## config.mk

```make
export PLATFORM = sky130hd
export DESIGN_NAME = mdr_result_bcd
export DESIGN_NICKNAME = d
export VERILOG_FILES = /design/src/rtl/mdr_pkg.sv /design/src/rtl/bcd_add3_step.sv /design/src/rtl/mdr_result_bcd.sv
export SDC_FILE = /design/constraint.sdc
export NUM_CORES = 1
export LEC_CHECK = 0
export ABC_CLOCK_PERIOD_IN_PS = 2100
export BUFFER_PORTS_ARGS = -buffer_cell sky130_fd_sc_hd__buf_2
export CELL_PAD_IN_SITES_DETAIL_PLACEMENT = 1
export CELL_PAD_IN_SITES_GLOBAL_PLACEMENT = 1
export CORE_UTILIZATION = 44
export DETAILED_ROUTE_END_ITERATION = 10
export GPL_ROUTABILITY_DRIVEN = 0
export HOLD_SLACK_MARGIN = 0.12
export PLACE_DENSITY = 0.79
export SYNTH_ARGS = -nofsm -noshare
export SYNTH_HDL_FRONTEND = slang
export SYNTH_SLANG_ARGS = --single-unit
```

## constraint.sdc

```tcl
create_clock -name clk -period 2.1 [get_ports clk]
set_input_delay 0.42 -clock clk [delete_from_list [all_inputs] [get_ports clk]]
set_output_delay 0.42 -clock clk [all_outputs]
set_load 0.02 [all_outputs]
```

## src/rtl/mdr_pkg.sv

```systemverilog
// Shared constants and FSM state type for the SQRT result BCD converter.
package mdr_pkg;
  localparam int DW    = 16;  // operand width; only 16 is supported
  localparam int N_DIG = 5;   // BCD digits per operand (65535 / 32768 fit)
  localparam int ITER  = 16;  // double-dabble steps per operand, one per bit

  typedef enum logic [1:0] {
    IDLE,
    CONV_R,
    CONV_M,
    DONE
  } state_e;
endpackage

```

## src/rtl/bcd_add3_step.sv

```systemverilog
// Conditional add-3 on every BCD digit: the adjust half of one double-dabble step.
module bcd_add3_step #(
  parameter int N_DIG = 5
) (
  input  logic [4*N_DIG-1:0] din,
  output logic [4*N_DIG-1:0] dout
);

  for (genvar d = 0; d < N_DIG; d++) begin : g_dig
    logic [3:0] dig;
    assign dig = din[4*d +: 4];
    // A digit of 5..9 becomes >= 10 after the following shift, so pre-bias it.
    assign dout[4*d +: 4] = (dig >= 4'd5) ? dig + 4'd3 : dig;
  end

endmodule

```

## src/rtl/mdr_result_bcd.sv

```systemverilog
// Converts the SQRT root and signed remainder to packed BCD, one operand after
// the other, through a single shared double-dabble shift register.
module mdr_result_bcd #(
  parameter int DW    = mdr_pkg::DW,
  parameter int N_DIG = mdr_pkg::N_DIG
) (
  input  logic               clk,
  input  logic               rst,
  input  logic               ready,
  input  logic [DW-1:0]      result,
  input  logic [DW-1:0]      reminder,
  output logic [4*N_DIG-1:0] res_bcd,
  output logic [4*N_DIG-1:0] rem_bcd,
  output logic               rem_neg,
  output logic               busy,
  output logic               valid
);
  import mdr_pkg::*;

  localparam int BW = 4*N_DIG;          // BCD field width
  localparam int SW = BW + DW;          // shift register: BCD above binary
  localparam int CW = $clog2(ITER);

  state_e        state, state_nx;
  logic          ready_q;
  logic          live;                  // low for the first cycle after reset
  logic          sign;
  logic [CW-1:0] cnt;
  logic [SW-1:0] sr;
  logic [DW-1:0] rem_mag;               // remainder magnitude parked for CONV_M
  logic [BW-1:0] res_tmp;               // finished root digits parked until DONE
  logic [BW-1:0] adj;
  logic [SW-1:0] sr_step;
  logic [DW-1:0] rem_abs;
  logic          trig;
  logic          last;

  // A level already high when reset releases must not look like a rising edge,
  // so triggers are blocked until ready_q has sampled ready once.
  assign trig    = ready & ~ready_q & live;
  assign last    = (cnt == CW'(ITER-1));
  assign rem_abs = reminder[DW-1] ? (~reminder) + DW'(1) : reminder;

  bcd_add3_step #(.N_DIG(N_DIG)) u_add3 (
    .din  (sr[SW-1:DW]),
    .dout (adj)
  );

  // Adjusted digits and remaining binary bits shift left together by one.
  assign sr_step = {adj[BW-2:0], sr[DW-1:0], 1'b0};

  // State register.
  always_ff @(posedge clk) begin
    if (!rst) state <= IDLE;
    else      state <= state_nx;
  end

  // Next-state: each conversion phase lasts ITER cycles, DONE lasts one.
  always_comb begin
    state_nx = state;
    case (state)
      IDLE:    if (trig) state_nx = CONV_R;
      CONV_R:  if (last) state_nx = CONV_M;
      CONV_M:  if (last) state_nx = DONE;
      DONE:    state_nx = IDLE;
      default: state_nx = IDLE;
    endcase
  end

  // Datapath: latch operands, run the double-dabble steps, publish in DONE.
  always_ff @(posedge clk) begin
    if (!rst) begin
      ready_q <= 1'b0;
      live    <= 1'b0;
      sign    <= 1'b0;
      cnt     <= '0;
      sr      <= '0;
      rem_mag <= '0;
      res_tmp <= '0;
      res_bcd <= '0;
      rem_bcd <= '0;
      rem_neg <= 1'b0;
      busy    <= 1'b0;
      valid   <= 1'b0;
    end else begin
      ready_q <= ready;
      live    <= 1'b1;
      valid   <= 1'b0;
      busy    <= (state_nx != IDLE);
      case (state)
        IDLE: begin
          if (trig) begin
            sr      <= {{BW{1'b0}}, result};
            rem_mag <= rem_abs;
            sign    <= reminder[DW-1];
            cnt     <= '0;
          end
        end
        CONV_R: begin
          cnt <= cnt + 1'b1;
          if (last) begin
            res_tmp <= sr_step[SW-1:DW];
            sr      <= {{BW{1'b0}}, rem_mag};
          end else begin
            sr <= sr_step;
          end
        end
        CONV_M: begin
          cnt <= cnt + 1'b1;
          sr  <= sr_step;
        end
        DONE: begin
          res_bcd <= res_tmp;
          rem_bcd <= sr[SW-1:DW];
          rem_neg <= sign;
          valid   <= 1'b1;
        end
        default: ;
      endcase
    end
  end

endmodule

```

==> flow_summary_export.csv, run 1 <==
group,metric,value,unit
outcome,status,"complete, no violations",
setup_path,critPathMaxStageDelay,0.43,ns
setup_path,cp_num_buf_inv,2,
setup_path,cp_num_cells,7,
yosys,avgSynthCellArea,9.29,sq um
layout,layout_common_cells,"dfxtp_1, buf_2, nor2b_1, mux2i_1",
setup_path,crit_family,"compound AO/OA/AOI/OAI gates",
floorplanning,ios,78,
yosys,synth_top_flop_cell,"dfxtp_1",
power,cellPowerDensity,805,nW/um^2
timing,slew_headroom,44.1,%
grt,grt_max_degree,51,
timing,finalSetupViolations,0,
grt,grt_pass1_wl,23800,um
yosys,postSynth.asyncResetShare,0,%
yosys,synth-seq-area-share,44.0,%
setup_path,cp.required,2.44,ns
setup_path,rr_worst_depth,7,
yosys,synthCells,608,
timing,clock.fmax,511,MHz
yosys,synth-seq-cells,124,
layout,diodes,0,
layout,drive_gt1_share,19.7,%
hold_path,min_path_type,"input port to flop",
layout,finish.net_count,730,
yosys,syn-num-nets,660,
layout,area_growth,20.5,%
power,power.switching,0.00130,W
placement,dp_cells,831,
clocking,root_buffer,"clkbuf_16",
clocking,numCtsBuffers,17,
power,power.internal,0.00418,W
route,routed_wl,14600,um
placement,pre_cts_ws,0.112,ns
clocking,clockBufferDepth,2,
timing,worstMarginPinSlew,0.839,ns
placement,port_buffers,77,
yosys,synth_edf_count,0,
route,drc_errors,0,
setup_path,crit_chain,"inv_1 > ha_2 > o21ai_1 > nor2b_1 > buf_4 > a22oi_1 > a21boi_0",
setup_path,crit_path_end_kind,"flop",
timing,fin_skew,0.00820,ns
floorplanning,die_w,115,um
power,power_frac_clock,49.2,%
clocking,path_clk_slew,0.06,ns
setup_path,slowest_stage,"ha_2",
layout,instances_no_fill,863,
timing,hold_viol,0,
power,ir_drop,0.522,mV
floorplanning,initial_utilization,44.9,%
timing,slew_viol_final,0,
clocking,cts_tree,"built",
route,vias_per_cell,5.44,
job,cap_violations,0,
route,route.detailed.wl_per_inst,17.0,um
setup_path,startpoint_type,"flop",
grt,grt_overflow,0,
clocking,cts_sinks,124,
grt,antenna_found_initial,0,
hold_path,worstHoldPathCells,2,
grt,track_usage,23.3,%
route,drtPass1Iterations,4,
route,ant_nets,0,
power,swShare,23.7,%
setup_path,arrival,2.29,ns
grt,grt_pass1_vias,4892,
setup_path,crit_type,"flop to flop",
layout,layout_commonest_cell,"dfxtp_1",
floorplanning,fp.dieArea,13300,sq um
yosys,yosys_warnings,0,
timing,finalSetupTns,0,ns
clocking,post_cts_buffers,0,
yosys,ys_types,45,
power,power,0.00548,W
timing,period_share,93.2,%
floorplanning,rows,41,
floorplanning,die_y,115,um
power,p_seq_share,44.4,%
route,vias,4699,
route,drt_iter0_drc,232,
placement,dp_hpwl,10200,um
timing,fin_crit,1.96,ns
setup_path,path_max_fanout,14,
clocking,clock_latency,0.42,ns
timing,fin_ws,0.143,ns
clocking,h-tree-depth,4,
yosys,synth_area,5650,sq um
power,comb_power_share,6.5,%
timing,rsz0062_at_grt,"no",
floorplanning,core,12600,sq um
power,p_leak,2.69,nW
-- cell usage after synthesis (2+ instances only) --
cell	instances	area share, %
dfxtp_1	124	44
nor2b_1	59	6.5
mux2i_1	46	8.2
nand2_1	41	2.7
o21ai_0	41	3.6
clkbuf_1	31	2.1
a21boi_0	20	2.7
a21oi_1	20	1.8
a22oi_1	20	2.7
inv_1	19	1.3
nand3_1	19	1.7
nor2_1	19	1.3
o31ai_1	18	2.4
ha_1	17	3.8
a221oi_1	15	2.3
and2_1	10	1.1
nand2b_1	10	1.1
o211a_1	10	1.8
xor2_1	9	1.4
buf_2	8	0.71
xnor2_1	8	1.2
nand4_1	7	0.78
a211o_1	5	0.78
buf_1	4	0.27
nor3b_1	4	0.53
a21o_1	2	0.27
or2_2	2	0.22
or3_1	2	0.22
or4_1	2	0.27
-- per-layer routing --
layer	track usage, %	part of all wire [%]
met1	29.0	46
met2	38.8	48
met3	4.38	3.3
met4	11.3	1.8
met5	0	0
-- worst reg2reg max path: stages, from the launching register on --
cell and delay [ns]:
dfxtp_1 0.40, inv_1 0.12, ha_2 0.43, o21ai_1 0.19, nor2b_1 0.21, buf_4 0.24, a22oi_1 0.09, a21boi_0 0.20
-- stage by stage --
| stage | cell area [sq um] | utilization (%) | hold slack (ns) |
|---|---|---|---|
| 6_report | 6800 | 54.1 | 0.256 |
| 5_1_grt | 6800 | 54.1 | 0.268 |
| 4_1_cts | 6800 | 54.1 | 0.250 |
| 3_5_place_dp | 6260 | 49.8 | 0.461 |
| 3_3_place_gp | 6260 | 49.8 | 0.454 |
| 2_1_floorplan | 5650 | - | 0.441 |
-- flip-flops by register name (all words and copies together), names as in the netlist --
| register | cells |
|---|---|
| rem_neg | 1 |
| valid | 1 |
| ready_q | 1 |
| res_bcd | 20 |
| cnt | 4 |
| state | 2 |
| sr | 36 |
| sign | 1 |
| rem_bcd | 20 |
| busy | 1 |
| live | 1 |
| res_tmp | 20 |
| rem_mag | 16 |
-- logic make-up (layout without fill, tap and decap cells) --
family	after synthesis	count (layout)	share of synthesized area, %
XOR/XNOR	17	17	2.64
adder cells (fa/ha/maj)	17	17	3.77
AO/OA/AOI/OAI	159	159	19.5
AND/OR/NAND/NOR	182	182	17.6
flip-flops	124	124	44.0
buffers and inverters	63	146	4.43
multiplexers	46	46	8.16
-- final timing paths --
path / start / endpoint / slack [ns]
setup / recovery: state[1]$_SDFF_PN0_ / sr[31]$_SDFFE_PN0P_ / 0.14
setup reg to reg: state[1]$_SDFF_PN0_ / sr[31]$_SDFFE_PN0P_ / 0.14
hold reg to reg: res_tmp[5]$_SDFFE_PN0P_ / res_tmp[5]$_SDFFE_PN0P_ / 0.46
hold / removal: ready / ready_q$_SDFF_PN0_ / 0.26
-- power by group through the flow --
stage | clock network [W] | registers [W] | logic (W)
6_report | 0.00269 | 0.00243 | 0.000354
2_1_floorplan | 0 | 0.00247 | 0.000219
3_3_place_gp | 0 | 0.00248 | 0.000335
5_1_grt | 0.00284 | 0.00244 | 0.000388
3_5_place_dp | 0 | 0.00248 | 0.000351
4_1_cts | 0.00273 | 0.00243 | 0.000354
-- what timing repair did --
action / in CTS / in global routing
hold buffers: 0 / 0
resized for setup: 0 / 1
endpoints found under the setup margin: 0 / 4
hold endpoints to repair: 0 / 0
-- final cells by class --
| cell class | instances | area, sq um |
|---|---|---|
| sequential | 124 | 2480 |
| timing repair buffer | 95 | 558 |
| inverter | 19 | 71.3 |
| multi-input combinational | 421 | 2930 |
| clock inverter | 13 | 101 |
| clock buffer | 19 | 443 |
| fill | 1478 | 5770 |
| tap | 172 | 215 |
Power figures use the tool's default switching activity.
==> run 2, diff against run 1 <==
ABC_AREA = 1   (was unset)
CORE_UTILIZATION = 41   (was 44)
PLACE_DENSITY = 0.78   (was 0.79)
==> flow_summary_export.csv, run 2 <==
group,metric,value,unit
route,ant_nets,0,
hold_path,worstHoldPathCells,3,
timing,finalSetupViolations,0,
yosys,yosysTopAreaCell,"dfxtp_1",
floorplanning,initial_utilization,42.1,%
route,vias_per_cell,5.12,
yosys,avgSynthCellArea,7.28,sq um
setup_path,crit_path_end_kind,"flop",
timing,rsz0062_at_grt,"no",
clocking,numCtsBuffers,17,
setup_path,crit_type,"flop to flop",
power,p_leak,3.10,nW
yosys,synth-seq-area-share,44.5,%
placement,dp_hpwl,10800,um
clocking,cts_sinks,124,
yosys,synth_area,5580,sq um
layout,diodes,0,
layout,stdcell_area,6730,sq um
route,vias,5228,
setup_path,path_max_fanout,36,
yosys,yosysMostFrequentCell,"nand2_1",
layout,largest_reg_flops,36,
outcome,status,"complete, no violations",
yosys,yosys_warnings,0,
timing,slew_viol_final,0,
timing,worstMarginPinSlew,0.757,ns
clocking,clock_latency,0.42,ns
route,drc_errors,0,
route,route.detailed.wl_per_inst,15.6,um
clocking,cts_hold_buffers,0,
timing,fin_crit,1.91,ns
timing,hold_viol,0,
clocking,path_clk_slew,0.06,ns
yosys,ys_types,29,
placement,port_buffers,77,
timing,finalSetupTns,0,ns
clocking,root_buffer,"clkbuf_16",
setup_path,worstReg2RegEnd,"sr[22]$_SDFFE_PN0P_",
setup_path,arrival,2.23,ns
floorplanning,die_y,119,um
layout,drive_gt1_share,15.7,%
layout,area_growth,20.7,%
power,ir_drop,0.609,mV
yosys,synth_edf_count,0,
grt,antenna_found_initial,0,
yosys,postSynth.asyncResetShare,0,%
power,cellPowerDensity,987,nW/um^2
clocking,cts_tree,"built",
grt,grt_pass1_wl,26700,um
job,cap_violations,0,
hold_path,min_from,"ready",
hold_path,hold_path_end,"ready_q$_SDFF_PN0_",
yosys,yosys-top-cells-count,"nand2_1, dfxtp_1, o21ai_0, nor2_1, a21oi_1",
floorplanning,die_w,119,um
timing,slew_headroom,49.5,%
route,routed_wl,15900,um
setup_path,rr_worst_depth,10,
clocking,clockBufferDepth,2,
timing,fin_ws,0.191,ns
grt,track_usage,24.0,%
timing,clock.fmax,524,MHz
route,drtPass1Iterations,5,
placement,placedInstanceArea,6080,sq um
grt,grt_overflow,0,
clocking,h-tree-depth,4,
setup_path,timing.rr.start,"state[0]$_SDFF_PN0_",
yosys,syn-num-nets,818,
setup_path,ff2ff_setup_slack,0.19,ns
setup_path,cp.required,2.43,ns
floorplanning,rows,42,
timing,period_share,90.9,%
floorplanning,fp.dieArea,14100,sq um
setup_path,startpoint_type,"flop",
grt,grt_pass1_vias,5343,
grt,grt_max_degree,88,
yosys,synthDominantCellAreaShare,44.5,%
yosys,synthCells,766,
layout,finish.net_count,884,
timing,fin_skew,0.00831,ns
placement,pre_cts_ws,0.209,ns
clocking,cts_resized,0,
floorplanning,ios,78,
clocking,post_cts_buffers,0,
hold_path,min_path_type,"input port to flop",
yosys,synth-seq-cells,124,
timing,whs,0.200,ns
yosys,synthTopCellsByArea,"dfxtp_1, o21ai_0, nand2_1, a21oi_1, nor2_1",
yosys,synth_top_flop_cell,"dfxtp_1",
layout,top_register,"sr",
layout,layout_common_cells,"nand2_1, dfxtp_1, o21ai_0, nor2_1, a21oi_1",
layout,layout_commonest_cell,"nand2_1",
route,drt_iter0_drc,313,
floorplanning,core,13200,sq um
## run 2: final cells by class
class | count | area (sq um)
Clock buffer | 21 | 460
Clock inverter | 11 | 190
Fill cell | 1726 | 6510
Inverter | 71 | 267
Multi-Input combinational cell | 529 | 2630
Sequential cell | 124 | 2480
Tap cell | 176 | 220
Timing Repair Buffer | 89 | 488
## run 2: worst max-delay path by stage
stage,startpoint,endpoint
final,state[0]$_SDFF_PN0_,sr[22]$_SDFFE_PN0P_
after global placement,reminder[0],rem_mag[8]$_SDFFE_PN0P_
after floorplan,state[0]$_SDFF_PN0_,sr[34]$_SDFFE_PN0P_
after global routing,state[0]$_SDFF_PN0_,sr[0]$_SDFFE_PN0P_
after CTS,state[0]$_SDFF_PN0_,sr[22]$_SDFFE_PN0P_
after detailed placement,state[0]$_SDFF_PN0_,sr[22]$_SDFFE_PN0P_
## run 2: logic make-up (layout without fill, tap and decap cells)
family / after synthesis / after routing / synth area share, %
DFF: 124 / 124 / 44.5
buffers and inverters: 113 / 192 / 8.46
xor gates and xnor gates: 15 / 15 / 2.36
AOI/OAI and AO/OA: 219 / 219 / 20.1
adders and majority gates: 17 / 17 / 3.81
and+or+nand+nor: 278 / 278 / 20.8
## run 2: per-stage QoR
| step | utilization, % | power (W) | cells |
|---|---|---|---|
| after global routing | 50.9 | 0.00692 | 1021 |
| after global placement | 45.9 | 0.00339 | 989 |
| after detailed placement | 45.9 | 0.00344 | 989 |
| final | 50.9 | 0.00665 | 1021 |
| after floorplan | - | 0.00319 | 766 |
| after CTS | 50.9 | 0.00669 | 1021 |
## run 2: critical path, cell delays in order, from the launching register on
cell and delay [ns]:
dfxtp_1 0.40, inv_1 0.11, ha_1 0.27, inv_1 0.09, nand2_2 0.09, nand2_8 0.21
nand2_4 0.08, nor2_4 0.07, buf_4 0.23, nand2_1 0.08, a21oi_1 0.16
## run 2: per-layer routing
metal,GRT usage (%),wire length (um)
met5,0,0
met4,8.70,224
met1,32.5,7750
met2,37.5,7300
met3,4.97,635
## run 2: power by group
group	switching, W	total [W]	internal, W
combinational	0.000558	0.000834	0.000275
clock	0.00108	0.00325	0.00216
sequential	0.0000756	0.00256	0.00249
total	0.00172	0.00665	0.00493
